$ cat config.mk
export PLATFORM = sky130hd
export DESIGN_NAME = inst_decode_flat
export DESIGN_NICKNAME = d
export VERILOG_FILES = /design/src/rtl/rv_pkg.sv /design/src/rtl/inst_decode_if.sv /design/src/rtl/inst_decode_imm_gen.sv /design/src/rtl/inst_decode.sv /design/src/flat_wrapper.sv
export SDC_FILE = /design/constraint.sdc
export NUM_CORES = 1
export LEC_CHECK = 0
export BUFFER_PORTS_ARGS = -buffer_cell sky130_fd_sc_hd__clkbuf_2
export CAP_MARGIN = 20
export CORE_ASPECT_RATIO = 0.6
export CORE_UTILIZATION = 44
export DETAILED_ROUTE_END_ITERATION = 8
export PLACE_DENSITY = 0.73
export SLEW_MARGIN = 20
export SYNTH_ARGS = -nofsm -noshare
export SYNTH_HDL_FRONTEND = slang
export SYNTH_SLANG_ARGS = --single-unit
export TNS_END_PERCENT = 5
$ cat constraint.sdc
create_clock -name CLK -period 2 [get_ports CLK]
set_input_delay 0 -clock CLK [delete_from_list [all_inputs] [get_ports CLK]]
set_output_delay 0 -clock CLK [all_outputs]
set_load 0.05 [all_outputs]
$ cat src/rtl/rv_pkg.sv
// Shared RV64I decode definitions: opcodes, opclass/format encodings, funct3 values.
// Also holds the ID/EX entry layout; INST_DECODE_ILLEGAL_EN adds an illegal flag to it.
package rv_pkg;

   localparam int XLEN_DEFAULT = 64;

   localparam logic [6:0] OPC_LUI     = 7'b0110111;
   localparam logic [6:0] OPC_AUIPC   = 7'b0010111;
   localparam logic [6:0] OPC_JAL     = 7'b1101111;
   localparam logic [6:0] OPC_JALR    = 7'b1100111;
   localparam logic [6:0] OPC_BRANCH  = 7'b1100011;
   localparam logic [6:0] OPC_LOAD    = 7'b0000011;
   localparam logic [6:0] OPC_STORE   = 7'b0100011;
   localparam logic [6:0] OPC_OPIMM   = 7'b0010011;
   localparam logic [6:0] OPC_OP      = 7'b0110011;
   localparam logic [6:0] OPC_OPIMM32 = 7'b0011011;
   localparam logic [6:0] OPC_OP32    = 7'b0111011;
   localparam logic [6:0] OPC_SYSTEM  = 7'b1110011;

   localparam logic [2:0] F3_LB  = 3'd0, F3_LH  = 3'd1, F3_LW  = 3'd2, F3_LD = 3'd3;
   localparam logic [2:0] F3_LBU = 3'd4, F3_LHU = 3'd5, F3_LWU = 3'd6;
   localparam logic [2:0] F3_SB  = 3'd0, F3_SH  = 3'd1, F3_SW  = 3'd2, F3_SD = 3'd3;
   localparam logic [2:0] F3_BEQ = 3'd0, F3_BNE = 3'd1, F3_BLT = 3'd4;
   localparam logic [2:0] F3_BGE = 3'd5, F3_BLTU = 3'd6, F3_BGEU = 3'd7;

   // OC_NONE is zero so an all-zero entry is a bubble.
   typedef enum logic [3:0] {
      OC_NONE    = 4'd0,
      OC_LUI     = 4'd1,
      OC_AUIPC   = 4'd2,
      OC_JAL     = 4'd3,
      OC_JALR    = 4'd4,
      OC_BRANCH  = 4'd5,
      OC_LOAD    = 4'd6,
      OC_STORE   = 4'd7,
      OC_OPIMM   = 4'd8,
      OC_OP      = 4'd9,
      OC_OPIMM32 = 4'd10,
      OC_OP32    = 4'd11,
      OC_SYSTEM  = 4'd12
   } opclass_e;

   typedef enum logic [2:0] {
      FMT_NONE, FMT_R, FMT_I, FMT_S, FMT_B, FMT_U, FMT_J
   } fmt_e;

   typedef struct packed {
      logic       valid;
      logic [4:0] rs1;
      logic [4:0] rs2;
      logic [4:0] rd;
      opclass_e   opclass;
      logic [2:0] funct3;
      logic       funct7b5;
      logic       reg_write;
      logic       mem_read;
      logic       mem_write;
      logic       is_branch;
      logic       alu_src_imm;
`ifdef INST_DECODE_ILLEGAL_EN
      logic       illegal;
`endif
   } id_ex_t;

   function automatic opclass_e opclass_of(input logic [6:0] opc);
      opclass_e oc;
      case (opc)
         OPC_LUI:     oc = OC_LUI;
         OPC_AUIPC:   oc = OC_AUIPC;
         OPC_JAL:     oc = OC_JAL;
         OPC_JALR:    oc = OC_JALR;
         OPC_BRANCH:  oc = OC_BRANCH;
         OPC_LOAD:    oc = OC_LOAD;
         OPC_STORE:   oc = OC_STORE;
         OPC_OPIMM:   oc = OC_OPIMM;
         OPC_OP:      oc = OC_OP;
         OPC_OPIMM32: oc = OC_OPIMM32;
         OPC_OP32:    oc = OC_OP32;
         OPC_SYSTEM:  oc = OC_SYSTEM;
         default:     oc = OC_NONE;
      endcase
      return oc;
   endfunction

   function automatic fmt_e fmt_of(input opclass_e oc);
      fmt_e f;
      case (oc)
         OC_LUI, OC_AUIPC:                        f = FMT_U;
         OC_JAL:                                  f = FMT_J;
         OC_BRANCH:                               f = FMT_B;
         OC_STORE:                                f = FMT_S;
         OC_OP, OC_OP32:                          f = FMT_R;
         OC_JALR, OC_LOAD, OC_OPIMM, OC_OPIMM32,
         OC_SYSTEM:                               f = FMT_I;
         default:                                 f = FMT_NONE;
      endcase
      return f;
   endfunction

   function automatic logic f3_reserved(input opclass_e oc, input logic [2:0] f3);
      logic rsv;
      case (oc)
         OC_LOAD:   rsv = !(f3 inside {F3_LB, F3_LH, F3_LW, F3_LD, F3_LBU, F3_LHU, F3_LWU});
         OC_STORE:  rsv = !(f3 inside {F3_SB, F3_SH, F3_SW, F3_SD});
         OC_BRANCH: rsv = !(f3 inside {F3_BEQ, F3_BNE, F3_BLT, F3_BGE, F3_BLTU, F3_BGEU});
         default:   rsv = 1'b0;
      endcase
      return rsv;
   endfunction

endpackage

$ cat src/rtl/inst_decode_if.sv
// Fetch-to-decode and decode-to-EX signal bundle; illegal/illegal_seen exist
// only when INST_DECODE_ILLEGAL_EN is defined.
interface inst_decode_if import rv_pkg::*; #(parameter int XLEN = XLEN_DEFAULT);

   logic [31:0]     inst;
   logic            take_branch;
   logic            stall_in;
   logic            stall_out;
   logic            valid;
   logic [4:0]      rs1;
   logic [4:0]      rs2;
   logic [4:0]      rd;
   logic [XLEN-1:0] imm;
   opclass_e        opclass;
   logic [2:0]      funct3;
   logic            funct7b5;
   logic            reg_write;
   logic            mem_read;
   logic            mem_write;
   logic            is_branch;
   logic            alu_src_imm;
`ifdef INST_DECODE_ILLEGAL_EN
   logic            illegal;
   logic            illegal_seen;
`endif

   modport master (
      output inst, take_branch, stall_in,
      input  stall_out, valid, rs1, rs2, rd, imm, opclass, funct3, funct7b5,
             reg_write, mem_read, mem_write, is_branch, alu_src_imm
`ifdef INST_DECODE_ILLEGAL_EN
      , input illegal, illegal_seen
`endif
   );

   modport slave (
      input  inst, take_branch, stall_in,
      output stall_out, valid, rs1, rs2, rd, imm, opclass, funct3, funct7b5,
             reg_write, mem_read, mem_write, is_branch, alu_src_imm
`ifdef INST_DECODE_ILLEGAL_EN
      , output illegal, illegal_seen
`endif
   );

endinterface

$ cat src/rtl/inst_decode_imm_gen.sv
// Combinational immediate generator: picks the I/S/B/U/J layout from the opcode
// and sign-extends from inst[31]; R-type and unknown opcodes yield zero.
module imm_gen import rv_pkg::*; #(
   parameter int XLEN = XLEN_DEFAULT
) (
   input  logic [31:0]     inst,
   output logic [XLEN-1:0] imm
);

   fmt_e fmt;

   assign fmt = fmt_of(opclass_of(inst[6:0]));

   always_comb begin
      imm = '0;
      case (fmt)
         FMT_I: imm = {{(XLEN-12){inst[31]}}, inst[31:20]};
         FMT_S: imm = {{(XLEN-12){inst[31]}}, inst[31:25], inst[11:7]};
         FMT_B: imm = {{(XLEN-12){inst[31]}}, inst[7], inst[30:25], inst[11:8], 1'b0};
         FMT_U: imm = {{(XLEN-32){inst[31]}}, inst[31:12], 12'b0};
         FMT_J: imm = {{(XLEN-20){inst[31]}}, inst[19:12], inst[20], inst[30:21], 1'b0};
         default: imm = '0;
      endcase
   end

endmodule

$ cat src/rtl/inst_decode.sv
// RV64I decode stage: field split, ID/EX register, load-use stall and branch flush.
// Define INST_DECODE_ILLEGAL_EN to add the illegal / illegal_seen outputs.
module inst_decode import rv_pkg::*; #(
   parameter int FLUSH_DEPTH = 2,
   parameter int XLEN        = XLEN_DEFAULT
) (
   input  logic         CLK,
   input  logic         reset,
   inst_decode_if.slave dif
);

   localparam int CW = (FLUSH_DEPTH > 1) ? $clog2(FLUSH_DEPTH) : 1;
   localparam logic [CW-1:0] FLUSH_LOAD = CW'(FLUSH_DEPTH - 1);

   id_ex_t          dec;
   opclass_e        oc_dec;
   fmt_e            fmt_dec;
   logic            uses_rs1;
   logic            uses_rs2;
   logic            uses_rd;
   logic [XLEN-1:0] imm_dec;
   logic            load_use;

   id_ex_t          id_q,        id_d;
   logic [XLEN-1:0] imm_q,       imm_d;
   logic [CW-1:0]   flush_cnt_q, flush_cnt_d;
`ifdef INST_DECODE_ILLEGAL_EN
   logic            illegal_seen_q, illegal_seen_d;
`endif

   imm_gen #(.XLEN(XLEN)) u_imm_gen (
      .inst (dif.inst),
      .imm  (imm_dec)
   );

   always_comb begin
      // NOTE: every variable written here gets a value on every path first, so no latch is inferred.
      dec      = '0;
      oc_dec   = opclass_of(dif.inst[6:0]);
      fmt_dec  = fmt_of(oc_dec);
      uses_rs1 = fmt_dec inside {FMT_R, FMT_I, FMT_S, FMT_B};
      uses_rs2 = fmt_dec inside {FMT_R, FMT_S, FMT_B};
      uses_rd  = fmt_dec inside {FMT_R, FMT_I, FMT_U, FMT_J};

      dec.valid       = 1'b1;
      dec.opclass     = oc_dec;
      dec.funct3      = dif.inst[14:12];
      dec.funct7b5    = dif.inst[30];
      dec.rs1         = uses_rs1 ? dif.inst[19:15] : 5'd0;
      dec.rs2         = uses_rs2 ? dif.inst[24:20] : 5'd0;
      dec.rd          = uses_rd  ? dif.inst[11:7]  : 5'd0;
      dec.reg_write   = uses_rd && (dif.inst[11:7] != 5'd0);
      dec.mem_read    = (oc_dec == OC_LOAD);
      dec.mem_write   = (oc_dec == OC_STORE);
      dec.is_branch   = (oc_dec == OC_BRANCH);
      dec.alu_src_imm = fmt_dec inside {FMT_I, FMT_S, FMT_U};
`ifdef INST_DECODE_ILLEGAL_EN
      dec.illegal = (oc_dec == OC_NONE) || (dif.inst[1:0] != 2'b11) ||
                    f3_reserved(oc_dec, dif.inst[14:12]);
      if (dec.illegal) begin
         dec.reg_write = 1'b0;
         dec.mem_read  = 1'b0;
         dec.mem_write = 1'b0;
      end
`endif
   end

   // Load in ID/EX whose destination feeds the instruction now waiting in decode.
   always_comb begin
      load_use = id_q.valid && id_q.mem_read && (id_q.rd != 5'd0) &&
                 ((uses_rs1 && (id_q.rd == dec.rs1)) || (uses_rs2 && (id_q.rd == dec.rs2)));
   end

   assign dif.stall_out = load_use | dif.stall_in;

   always_comb begin
      id_d        = id_q;
      imm_d       = imm_q;
      flush_cnt_d = flush_cnt_q;
`ifdef INST_DECODE_ILLEGAL_EN
      illegal_seen_d = illegal_seen_q;
`endif
      if (dif.take_branch) begin
         id_d        = '0;
         imm_d       = '0;
         flush_cnt_d = FLUSH_LOAD;
      end else if (flush_cnt_q != '0) begin
         id_d        = '0;
         imm_d       = '0;
         flush_cnt_d = flush_cnt_q - CW'(1);
      end else if (dif.stall_in) begin
         id_d  = id_q;
         imm_d = imm_q;
      end else if (load_use) begin
         id_d  = '0;
         imm_d = '0;
      end else begin
         id_d  = dec;
         imm_d = imm_dec;
`ifdef INST_DECODE_ILLEGAL_EN
         illegal_seen_d = illegal_seen_q | dec.illegal;
`endif
      end
   end

   always_ff @(posedge CLK or negedge reset) begin
      if (!reset) begin
         id_q        <= '0;
         imm_q       <= '0;
         flush_cnt_q <= '0;
`ifdef INST_DECODE_ILLEGAL_EN
         illegal_seen_q <= 1'b0;
`endif
      end else begin
         // NOTE: non-blocking so every flop samples pre-edge values regardless of statement order.
         id_q        <= id_d;
         imm_q       <= imm_d;
         flush_cnt_q <= flush_cnt_d;
`ifdef INST_DECODE_ILLEGAL_EN
         illegal_seen_q <= illegal_seen_d;
`endif
      end
   end

   assign dif.valid       = id_q.valid;
   assign dif.rs1         = id_q.rs1;
   assign dif.rs2         = id_q.rs2;
   assign dif.rd          = id_q.rd;
   assign dif.imm         = imm_q;
   assign dif.opclass     = id_q.opclass;
   assign dif.funct3      = id_q.funct3;
   assign dif.funct7b5    = id_q.funct7b5;
   assign dif.reg_write   = id_q.reg_write;
   assign dif.mem_read    = id_q.mem_read;
   assign dif.mem_write   = id_q.mem_write;
   assign dif.is_branch   = id_q.is_branch;
   assign dif.alu_src_imm = id_q.alu_src_imm;
`ifdef INST_DECODE_ILLEGAL_EN
   assign dif.illegal      = id_q.illegal;
   assign dif.illegal_seen = illegal_seen_q;
`endif

endmodule

$ cat src/flat_wrapper.sv
// flat-port wrapper written by rule: the top's interface ports become plain ports
module inst_decode_flat import rv_pkg::*;
#(
   parameter int FLUSH_DEPTH = 2,
   parameter int XLEN        = XLEN_DEFAULT
)
  (CLK, reset, dif_inst, dif_take_branch, dif_stall_in, dif_stall_out, dif_valid, dif_rs1, dif_rs2, dif_rd, dif_imm, dif_opclass, dif_funct3, dif_funct7b5, dif_reg_write, dif_mem_read, dif_mem_write, dif_is_branch, dif_alu_src_imm);
  inst_decode_if #(.XLEN(XLEN)) dif_i ();
  input  logic CLK;
  input  logic reset;
  input wire logic [$bits(dif_i.inst)-1:0] dif_inst;
  input wire logic [$bits(dif_i.take_branch)-1:0] dif_take_branch;
  input wire logic [$bits(dif_i.stall_in)-1:0] dif_stall_in;
  output wire logic [$bits(dif_i.stall_out)-1:0] dif_stall_out;
  output wire logic [$bits(dif_i.valid)-1:0] dif_valid;
  output wire logic [$bits(dif_i.rs1)-1:0] dif_rs1;
  output wire logic [$bits(dif_i.rs2)-1:0] dif_rs2;
  output wire logic [$bits(dif_i.rd)-1:0] dif_rd;
  output wire logic [$bits(dif_i.imm)-1:0] dif_imm;
  output wire logic [$bits(dif_i.opclass)-1:0] dif_opclass;
  output wire logic [$bits(dif_i.funct3)-1:0] dif_funct3;
  output wire logic [$bits(dif_i.funct7b5)-1:0] dif_funct7b5;
  output wire logic [$bits(dif_i.reg_write)-1:0] dif_reg_write;
  output wire logic [$bits(dif_i.mem_read)-1:0] dif_mem_read;
  output wire logic [$bits(dif_i.mem_write)-1:0] dif_mem_write;
  output wire logic [$bits(dif_i.is_branch)-1:0] dif_is_branch;
  output wire logic [$bits(dif_i.alu_src_imm)-1:0] dif_alu_src_imm;
  assign dif_i.inst = dif_inst;
  assign dif_i.take_branch = dif_take_branch;
  assign dif_i.stall_in = dif_stall_in;
  assign dif_stall_out = dif_i.stall_out;
  assign dif_valid = dif_i.valid;
  assign dif_rs1 = dif_i.rs1;
  assign dif_rs2 = dif_i.rs2;
  assign dif_rd = dif_i.rd;
  assign dif_imm = dif_i.imm;
  assign dif_opclass = dif_i.opclass;
  assign dif_funct3 = dif_i.funct3;
  assign dif_funct7b5 = dif_i.funct7b5;
  assign dif_reg_write = dif_i.reg_write;
  assign dif_mem_read = dif_i.mem_read;
  assign dif_mem_write = dif_i.mem_write;
  assign dif_is_branch = dif_i.is_branch;
  assign dif_alu_src_imm = dif_i.alu_src_imm;
  inst_decode #(.FLUSH_DEPTH(FLUSH_DEPTH), .XLEN(XLEN)) u_core (.CLK(CLK), .reset(reset), .dif(dif_i));
endmodule
# --- After elaboration in Yosys (flattened, before gate mapping) ---
# Memories as Yosys holds them, arrays and structs flattened.
# Cells that the tools add are included.
classes:
  add_sub_neg: 1
  n_mul: 0
  div: 0
  magnitude_cmp: 0
  eq_ne: 29
  shifts: 0
  muxes: 15
  bitwise_logic: 1
  n_reduce_logical: 13
ops:
  columns: ["cell", "count"]
  rows:
  - ["64-bit case mux with 5 select lines", 1]
  - ["64-bit 2-to-1 mux", 4]
  - ["29-bit 2-to-1 mux", 4]
  - ["4-bit case mux with 12 select lines", 1]
  - ["7-bit by 6-bit equality test with 1-bit output, second input constant", 4]
  - ["7-bit equality test, second input constant", 4]
  - ["7-bit by 5-bit equality test with 1-bit output, second input constant", 3]
  - ["3-bit equality test, second input constant", 6]
  - ["5-bit 2-to-1 mux", 3]
  - ["3-bit by 2-bit equality test with 1-bit output, second input constant", 4]
  - ["4-bit by 3-bit equality test with 1-bit output, second input constant", 3]
  - ["5-bit equality test", 2]
  - ["5-bit nonzero test", 2]
  - ["4-bit nonzero test", 2]
  - ["7-bit by 2-bit equality test with 1-bit output, second input constant", 1]
  - ["1-bit logical AND", 6]
  - ["3-bit nonzero test", 2]
  - ["3-bit by 1-bit equality test with 1-bit output, second input constant", 1]
  - ["3-bit by 2-bit inequality test with 1-bit output, second input constant", 1]
  - ["1-bit 2-to-1 mux", 2]
  - ["1-bit logical OR", 1]
  - ["1-bit bitwise OR", 1]
  - ["1-bit subtractor, second input constant", 1]
totals:
  regBits: 94
  latchBits: 0
  ram_bits: 0
  romBits: 96
  in_bits: 36
  output_inout_bits: 94
  elab_cells: 75
  memories: 2
memory_table:
  columns: ["name", "words", "word_bits", "read_ports", "rd_ports_with_merged_regs", "write_ports", "line_no", "source"]
  rows:
  - ["(no name shown)", 16, 3, 1, 0, 0, "rv_pkg.sv:87", "case (oc)"]
  - ["(no name shown)", 16, 3, 1, 0, 0, "rv_pkg.sv:87", null]

# --- Depth between registers and ports, before layout ---
# Gate-level depths: netlist of the first run.
# An unclocked memory read counts as a cell.
depth:
  word_depth: 14
  depth_mapped: 17
  mapped_depth_nobuf: 13

# --- Hierarchy ---
# Synthesis of the first run repeated with hierarchy kept, for this count alone.
hier_totals:
  hier_cells: 465
  area_unflattened_um2: 5266.3
by_module_without_submodules:
  columns: ["mod", "instances", "cells_per_inst", "area_each_um2", "seq_area_each_um2"]
  rows:
  - ["inst_decode", 1, 300, 4025.1, 2352.3]
  - ["imm_gen", 1, 165, 1241.2, 0.0]

# --- Worst setup path after synthesis of the first run ---
# No wires, ideal clock.
synth_timing:
  path_type: "input -> register"
  startpoint: "in dif_inst[2]"
  endpoint: "reg u_core.imm_q[10], in the netlist u_core.dif.imm[10]"
  setup_ps: 68
  arrival_ps: 2640
  required_time_ps: 1932
  setup_slack_ps: -708
  stages: 17
  n_path_buf: 4
  cell_sequence: "buf_6 clkbuf_1 nand2b_1 o21ai_0 a21oi_1 o32ai_1 nand2_1 ha_1 inv_1 a31o_2 and3_4 a21oi_4 a2111oi_2 and2_4 buf_6 buf_6 a32o_1"
synth_between:
  elab_chain_cells: 14
  elab_cells_between_ends: 39
  classes_between: "23 x eq/ne; 8 x mux; 6 x reduce/logical; 2 x memory"
synth_rtl:
  columns: ["item", "line_no", "source"]
  rows:
  - ["from (decl)", "flat_wrapper.sv:11", "input wire logic [$bits(dif_i.inst)-1:0] dif_inst;"]
  - ["7-bit equality test, or another cell as far along", "rv_pkg.sv:67", "case (opc)"]
  - ["4-bit case mux with 12 select lines *", "rv_pkg.sv:67", null]
  - ["memory read 16 x 3 bit", null, null]
  - ["3-bit by 1-bit equality test with 1-bit output, or another cell as far along", "inst_decode.sv:41, inst_decode.sv:42", null]
  - ["4-bit nonzero test / 3-bit nonzero test (equally long branches)", "inst_decode.sv:41, inst_decode.sv:42", null]
  - ["5-bit 2-to-1 mux, on equally long branches", "inst_decode.sv:49, inst_decode.sv:50", null]
  - ["5-bit equality test", "inst_decode.sv:71", "((uses_rs1 && (id_q.rd == dec.rs1)) || (uses_rs2 && (id_q.rd == dec.rs2)));"]
  - ["1-bit logical AND", "inst_decode.sv:71", null]
  - ["1-bit logical OR", "inst_decode.sv:71", null]
  - ["1-bit logical AND", "inst_decode.sv:70", "load_use = id_q.valid && id_q.mem_read && (id_q.rd != 5'd0) &&"]
  - ["64-bit 2-to-1 mux *", "inst_decode.sv:94", "end else if (load_use) begin"]
  - ["64-bit 2-to-1 mux *", "inst_decode.sv:91", "end else if (dif.stall_in) begin"]
  - ["64-bit 2-to-1 mux *", "inst_decode.sv:87", "end else if (flush_cnt_q != '0) begin"]
  - ["64-bit 2-to-1 mux *", "inst_decode.sv:83", "if (dif.take_branch) begin"]
  - ["to (signal assigned)", "inst_decode.sv:117", "imm_q <= imm_d;"]
  - ["to (decl)", "inst_decode.sv:25", "logic [XLEN-1:0] imm_q, imm_d;"]
# Every way passes the cells marked *; elsewhere a longest branch is shown, timed or not. The select of a mux whose other input is x is not followed.
# A chain may end at the register's enable or synchronous reset.

# --- Worst setup path after layout of the first run ---
layout_timing:
  startpoint: "reg u_core.id_q (netlist bit u_core.dif.rd[0])"
  endpoint: "reg u_core.id_q (netlist bit u_core.dif.rs1[2])"
layout_between:
  elab_chain_cells: 8
  elab_cells_between_ends: 12
  classes_between: "2 x eq/ne; 4 x mux; 6 x reduce/logical"
layout_rtl:
  columns: ["item", "line_no", "source"]
  rows:
  - ["from (decl)", "inst_decode.sv:24", "id_ex_t id_q, id_d;"]
  - ["from (signal assigned)", "inst_decode.sv:116", "id_q <= id_d;"]
  - ["5-bit equality test", "inst_decode.sv:71", null]
  - ["1-bit logical AND", "inst_decode.sv:71", null]
  - ["1-bit logical OR", "inst_decode.sv:71", null]
  - ["1-bit logical AND *", "inst_decode.sv:70", null]
  - ["29-bit 2-to-1 mux *", "inst_decode.sv:94", null]
  - ["29-bit 2-to-1 mux *", "inst_decode.sv:91", null]
  - ["29-bit 2-to-1 mux *", "inst_decode.sv:87", null]
  - ["29-bit 2-to-1 mux *", "inst_decode.sv:83", null]
# Marks and branches as above.

==> impl_results.md, run 1 <==
- Failing checks: negative setup slack
- Initial antenna violation count: 0
- Share of layout cells above drive strength 1: 43.8%
- Hold Path Class: in -> reg
- Fin cells: 609
- Pint: 2560 uW
- Clk network pwr share: 49.2%
- DRT Pass-1 Iters: 5
- PwrDens: 706 nW/um^2
- Longest Clk Path Bufs: 2
- Fmax: 440 MHz
- Unrepaired setup endpoints after global routing: yes
- Die H: 69.4 um
- Synthesized area per cell: 9.75 sq um
- Core area: 7300 sq um
- Leakage: 0.00236 uW
- Max-slew violations: 0
- Worst Path Arrival: 2540 ps
- Gr usage total: 25.7%
- Cells after DPL: 568
- Post-synth EDFFs: 0
- GRT overflow: 0
- Util after Layout: 66.0%
- CP Capture Type: flop
- Num Clock Sinks: 62
- Starting Density: 45.7%
- Via count: 3284
- R2r setup slk: -270 ps
- H-tree depth: 3
- Largest net degree at the start of global routing: 58
- WL final: 9.96 mm
- R2R Path Start: u_core.dif.rd[0]
- CP Launch Type: flop
- WHS Path Cells: 2
- CTS tree: done
- Worst slew pin tran: 521 ps
- Num CTS Buffers: 9
- Min Tclk post-route: 2270 ps
- Setup_tns: -14300 ps
- WHS: 20.3 ps
- Net switching power: 839 uW
- Worst Clk Skew: 4.29 ps
- Area growth syn-to-layout: 44.4%
- Vias per cell: 5.39
- Commonest non-fill, non-tap cell in the layout: clkbuf_2
- Synth Net Count: 379
- VDD IR max: 0.000548 V
- First-pass GRT wire length: 15.7 mm
- Combinational share of power: 13.2%
- Endpoints failing setup: 62
- Worst Path Max Fanout: 7
- Worst-case reg-to-reg path depth: 6
- DP Worst Slack: -541 ps
- Slew HR: 65.2%
- Distinct cell type count after synthesis: 46
- 1st-iter DRT viols: 290
- R2r endpoint: u_core.dif.rs1[2]
- Sequential power share: 37.5%
- Setup ws final: -273 ps
- HPWL Detailed: 6.77 mm
- Ant. Diodes: 0
- CTS Root Cell: clkbuf_16
- Cells after synthesis: 342
- Site row count: 24
- Chip Width: 114 um
- Avg WL per Cell: 16.3 um
- Mapped cell area: 3340 sq um
- Register area share after synthesis: 46.5%
- Port bufs: 129
- Clock-pin slew on the worst setup and hold paths: 50 ps
- Predominant post-synthesis flop cell: dfrtp_1
- Kind of critical path: reg -> reg
- Period utilization: 114%
- Switching share of power: 24.7%
- Ports: 130
- Synthesized flop and latch total: 62
- Final Hold Viols: 0
- Min-delay src: dif_inst[23]
- Antenna Violating Nets Remaining: 0
- Net count, final: 537
- Vias in the first global route: 3093
- Clock latency on the worst-skew pair: 330 ps
- Data required, critical path: 2260 ps
- Commonest non-fill, non-tap cells in the layout: 127 x clkbuf_2, 60 x dfrtp_1, 45 x buf_4
- GP Congestion: 0.925
- Post-detailed-route DRC marker count: 0
- Die area: 7940 sq um
- Fraction of registers with async set/reset: 100%
- Status: finished with violations
- Synth warn: 0
- Max-Cap Viols: 0
- Hold Path Sink: u_core.dif.rs2[3]
==> kinds of logic (layout without fill, tap and decap cells) <==
logic type	count (synthesis)	after routing	share of synthesized area, %
XOR/XNOR	11	11	2.89
adder cells (fa/ha/maj)	1	1	0.375
AND/OR/NAND/NOR	91	93	13.1
multiplexers	2	2	0.638
AO/OA/AOI/OAI	117	117	25.3
flip-flops	62	62	46.5
buffers and inverters	58	219	11.1
==> worst max path at each step <==
stage,startpoint,to,cells past startpoint
3_5_place_dp,dif_inst[2],u_core.dif.rd[4],14
4_1_cts,u_core.dif.rd[0],u_core.dif.rs1[2],6
2_1_floorplan,dif_inst[2],u_core.dif.rd[0],17
6_report,u_core.dif.rd[0],u_core.dif.rs1[2],6
3_3_place_gp,dif_inst[4],u_core.dif.rs1[4],13
5_1_grt,dif_inst[3],u_core.dif.imm[9],15
==> cell usage after synthesis, types with 5 or more instances <==
cell / n / area share [%]
a22oi_1: 16 / 3.6
clkbuf_1: 16 / 1.8
o21ai_0: 29 / 4.4
buf_4: 32 / 7.2
nor3_1: 7 / 1.1
nand3_1: 6 / 0.90
xnor2_1: 5 / 1.3
nand2_1: 43 / 4.8
a21oi_1: 16 / 2.4
xor2_1: 6 / 1.6
a32o_1: 21 / 6.3
dfrtp_1: 62 / 47
o21ai_1: 10 / 1.5
nor2_1: 10 / 1.1
a22o_1: 8 / 2.1
==> registers in the layout (all words and copies together) (netlist names) <==
name                    flops
u_core.dif.alu_src_imm      1
u_core.dif.funct3           3
u_core.dif.funct7b5         1
u_core.dif.imm             32
u_core.dif.is_branch        1
u_core.dif.mem_read         1
u_core.dif.mem_write        1
u_core.dif.opclass          4
u_core.dif.rd               5
u_core.dif.reg_write        1
u_core.dif.rs1              5
u_core.dif.rs2              5
u_core.dif.valid            1
u_core.flush_cnt_q          1
==> worst max-delay path, cell delays in order, from the launching register on <==
cell	delay, ps
dfrtp_2	400
or4_1	510
o211ai_1	240
nor2_2	100
a2111oi_4	400
and2_2	360
a32o_1	190
==> power by group through the flow <==
stage                     Sequential, uW  Clock, uW  Combinational (uW)
after detailed placement            1300          0                 400
after floorplan                     1340          0                 179
after global routing                1280       1750                 482
after CTS                           1280       1710                 440
after global placement              1300          0                 396
final                               1280       1680                 450
==> cell type report <==
cell class	instances	area, sq um
clock buffer	10	239
clock inverter	6	85.1
fill	589	2480
inverter	3	11.3
multi-input combinational	224	1500
sequential	62	1550
tap	104	130
timing repair buffer	200	1300
==> what timing repair did <==
| item | CTS | global route |
|---|---|---|
| setup endpoints to repair | 62 | 62 |
| hold buffers | 21 | 0 |
| setup buffers | 1 | 1 |
| resized for setup | 27 | 7 |
| pin swaps | 13 | 6 |
| gates cloned | 1 | 1 |
| endpoints found under the hold margin | 46 | 0 |
==> routing by layer <==
layer  GRT usage (%)  routed length, um  vias to the layer above
li1                -                  -                     1542
met1            37.0               4800                     1565
met2            36.9               4200                      160
met3            6.73                804                       17
met4            9.96                158                        0
met5               0                  0                        -
==> metrics by stage <==
stage	cell area [sq um]	total power, uW
2_1_floorplan	3400	1520
3_3_place_gp	4220	1690
3_5_place_dp	4220	1700
4_1_cts	4780	3430
5_1_grt	4820	3510
6_report	4820	3400
Note: power is estimated with default switching activity, not from simulation.
==> run 2: changes to the inputs <==
Settings changed: BUFFER_PORTS_ARGS -buffer_cell sky130_fd_sc_hd__clkbuf_2 to -buffer_cell sky130_fd_sc_hd__buf_2, PLACE_DENSITY 0.73 to 0.75.
==> run 2 against run 1 <==
  * The flow still finishes with violations (negative setup slack)
  * Clock skew about the same
  * Register-to-register slack worse by 20 ps
  * Combinational power up 2%
  * Worst hold slack worse by 7.9 ps
  * Die area unchanged
  * Fmax down 0.93%
  * Setup slack worse by 21 ps
  * Clock power up 7%
  * Critical path type unchanged
==> impl_results.md, run 2 (same netlist as run 1, synthesis figures left out) <==
- Hold Path Class: in -> reg (unchanged)
- Failing checks: negative setup slack (unchanged)
- Slew HR: 55.4% (was 65.2%)
- Switching share of power: 23.8% (was 24.7%)
- H-tree depth: 3 (unchanged)
- Commonest non-fill, non-tap cells in the layout: 128 x buf_2, 60 x dfrtp_1, 42 x nand2_1 (was 127 x clkbuf_2, 60 x dfrtp_1, 45 x buf_4)
- Critical path cell sequence: or4_1, o211ai_1, nor2_2, a2111oi_4, buf_6, and2_4, a32o_1 (was or4_1, o211ai_1, nor2_2, a2111oi_4, and2_2, a32o_1)
- Setup ws final: -294 ps (was -273 ps)
- Max-Cap Viols: 0 (unchanged)
- Ports: 130 (unchanged)
- Crit-path slowest cell: or4_1 (unchanged)
- Worst path max stage delay: 510 ps (about the same)
- Ant. Diodes: 0 (unchanged)
- Num CTS Buffers: 9 (unchanged)
- Clk network pwr share: 50.9% (was 49.2%)
- Site row count: 24 (unchanged)
- Max reg flops: 32 (unchanged)
- Commonest non-fill, non-tap cell in the layout: buf_2 (was clkbuf_2)
- WHS: 12.4 ps (was 20.3 ps)
- GRT overflow: 0 (unchanged)
- CP Capture Type: flop (unchanged)
- Initial antenna violation count: 0 (unchanged)
- Chip Width: 114 um (unchanged)
- Share of layout cells above drive strength 1: 46.9% (was 43.8%)
- Crit. Startpoint: u_core.dif.rd[0] (unchanged)
- Endpoints failing setup: 62 (unchanged)
- Worst Path Max Fanout: 7 (unchanged)
- Fmax: 436 MHz (was 440 MHz)
- Leakage: 0.00251 uW (was 0.00236 uW)
- Die area: 7940 sq um (unchanged)
- Avg WL per Cell: 17.2 um (was 16.3 um)
- Worst Clk Skew: 4.37 ps (was 4.29 ps)
- Antenna Violating Nets Remaining: 0 (unchanged)
- R2r setup slk: -290 ps (was -270 ps)
- DRT Pass-1 Iters: 5 (unchanged)
- Status: finished with violations (unchanged)
- Num Clock Sinks: 62 (unchanged)
- Pwr Total: 3540 uW (was 3400 uW)
- First-pass GRT wire length: 15.6 mm (was 15.7 mm)
- Die H: 69.4 um (unchanged)
- CTS Root Cell: clkbuf_16 (unchanged)
- Data required, critical path: 2270 ps (was 2260 ps)
- Vias per cell: 5.47 (was 5.39)
- Combinational share of power: 13.0% (was 13.2%)
- Period utilization: 115% (was 114%)
- Net count, final: 535 (was 537)
- PwrDens: 717 nW/um^2 (was 706 nW/um^2)
- Post-detailed-route DRC marker count: 0 (unchanged)
- Worst-case reg-to-reg path depth: 7 (was 6)
- Min Tclk post-route: 2290 ps (was 2270 ps)
- Unrepaired setup endpoints after global routing: yes (unchanged)
- Clock-pin slew on the worst setup and hold paths: 50 ps (about the same)
- CTS tree: done (unchanged)
- Final Hold Viols: 0 (unchanged)
- Sequential power share: 36.1% (was 37.5%)
- Worst setup endpoint: u_core.dif.rs2[1] (was u_core.dif.rs1[2])
- Vias in the first global route: 3158 (was 3093)
- Worst Path Arrival: 2560 ps (was 2540 ps)
- Pint: 2700 uW (was 2560 uW)
- R2r endpoint: u_core.dif.rs2[1] (was u_core.dif.rs1[2])
- Worst slew pin tran: 670 ps (was 521 ps)
- Largest net degree at the start of global routing: 40 (was 58)
- GP Congestion: 0.892 (was 0.925)
- Net switching power: 843 uW (was 839 uW)
- Longest Clk Path Bufs: 2 (unchanged)
- Port bufs: 129 (unchanged)
- WL final: 10.4 mm (was 9.96 mm)
- VDD IR max: 0.000391 V (was 0.000548 V)
- Area growth syn-to-layout: 48.0% (was 44.4%)
- CP Launch Type: flop (unchanged)
- Clock latency on the worst-skew pair: 330 ps (about the same)
- Kind of critical path: reg -> reg (unchanged)
- Gr usage total: 25.6% (was 25.7%)
- Via count: 3323 (was 3284)
- Core area: 7300 sq um (unchanged)
- Max-slew violations: 0 (unchanged)
- HPWL Detailed: 6.78 mm (was 6.77 mm)
- R2R Path Start: u_core.dif.rd[0] (unchanged)
- Starting Density: 45.7% (unchanged)
- 1st-iter DRT viols: 262 (was 290)
-- run 2: changes by cell type in the layout (fill, tap and decap cells not counted), sizes merged --
cell	change
bufinv	+1
clkinv	+1
clkbuf	-126
buf	+123
and2	+1
clkinvlp	-2
-- run 2: cell type report --
cell class | instances | area [sq um]
repair buffers | 197 | 1310
well taps | 104 | 130
clock inverters | 6 | 109
clock buffers | 10 | 239
fillers | 593 | 2360
multi-input cells | 225 | 1580
inverters | 3 | 11.3
flip-flops and latches | 62 | 1550
-- run 2: critical path: cells and delay by family, from the launching register on --
family	cells	cell delay [ps]
AOI/OAI and AO/OA	3	820
DFF	1	400
and+or+nand+nor	3	830
buffers and inverters	1	180
-- run 2: worst min-delay path by stage --
stage                             from                      to  slack, ps  depth (start not counted)
after floorplan                  reset  u_core.dif.alu_src_imm       -300                          0
after global placement           reset       u_core.dif.rs2[0]         30                          1
after detailed placement         reset       u_core.dif.rs1[3]         40                          1
after CTS                 dif_inst[23]       u_core.dif.rs2[3]          4                          2
after global routing      dif_inst[23]       u_core.dif.rs2[3]         20                          2
final                     dif_inst[23]       u_core.dif.rs2[3]         10                          2
-- run 2: stage by stage --
| stage | std cells | setup TNS, ps | area, sq um | util [%] | worst slack, ps |
|---|---|---|---|---|---|
| after CTS | 601 | -11470 | 4750 | 65.0 | -229 |
| after global routing | 607 | -20610 | 4940 | 67.7 | -363 |
| final | 607 | -16490 | 4940 | 67.7 | -294 |
| after global placement | 563 | -23860 | 4160 | 57.1 | -437 |
| after detailed placement | 563 | -29940 | 4160 | 57.1 | -558 |
| after floorplan | 342 | -21520 | 3400 | - | -435 |
-- run 2: power by group through the flow --
stage	logic, uW	clock network, uW	registers [uW]
2_1_floorplan	179	0	1340
3_3_place_gp	387	0	1300
3_5_place_dp	389	0	1300
4_1_cts	430	1830	1280
5_1_grt	492	1880	1280
6_report	461	1800	1280
-- run 2: timing repair --
| item | in CTS | in global routing |
|---|---|---|
| hold buffers | 21 | 0 |
| endpoints found under the setup margin | 62 | 62 |
| gates cloned | 1 | 5 |
| setup buffers | 0 | 1 |
| pin swaps | 11 | 28 |
| gates resized for setup | 27 | 30 |
| endpoints found under the hold margin | 58 | 0 |
-- run 2: metal layers --
layer	routed length (um)	part of all wire (%)	track usage [%]
met1	4710	45	35.5
met2	4700	45	38.5
met3	919	8.8	7.69
met4	91	0.87	7.79
met5	0	0	0
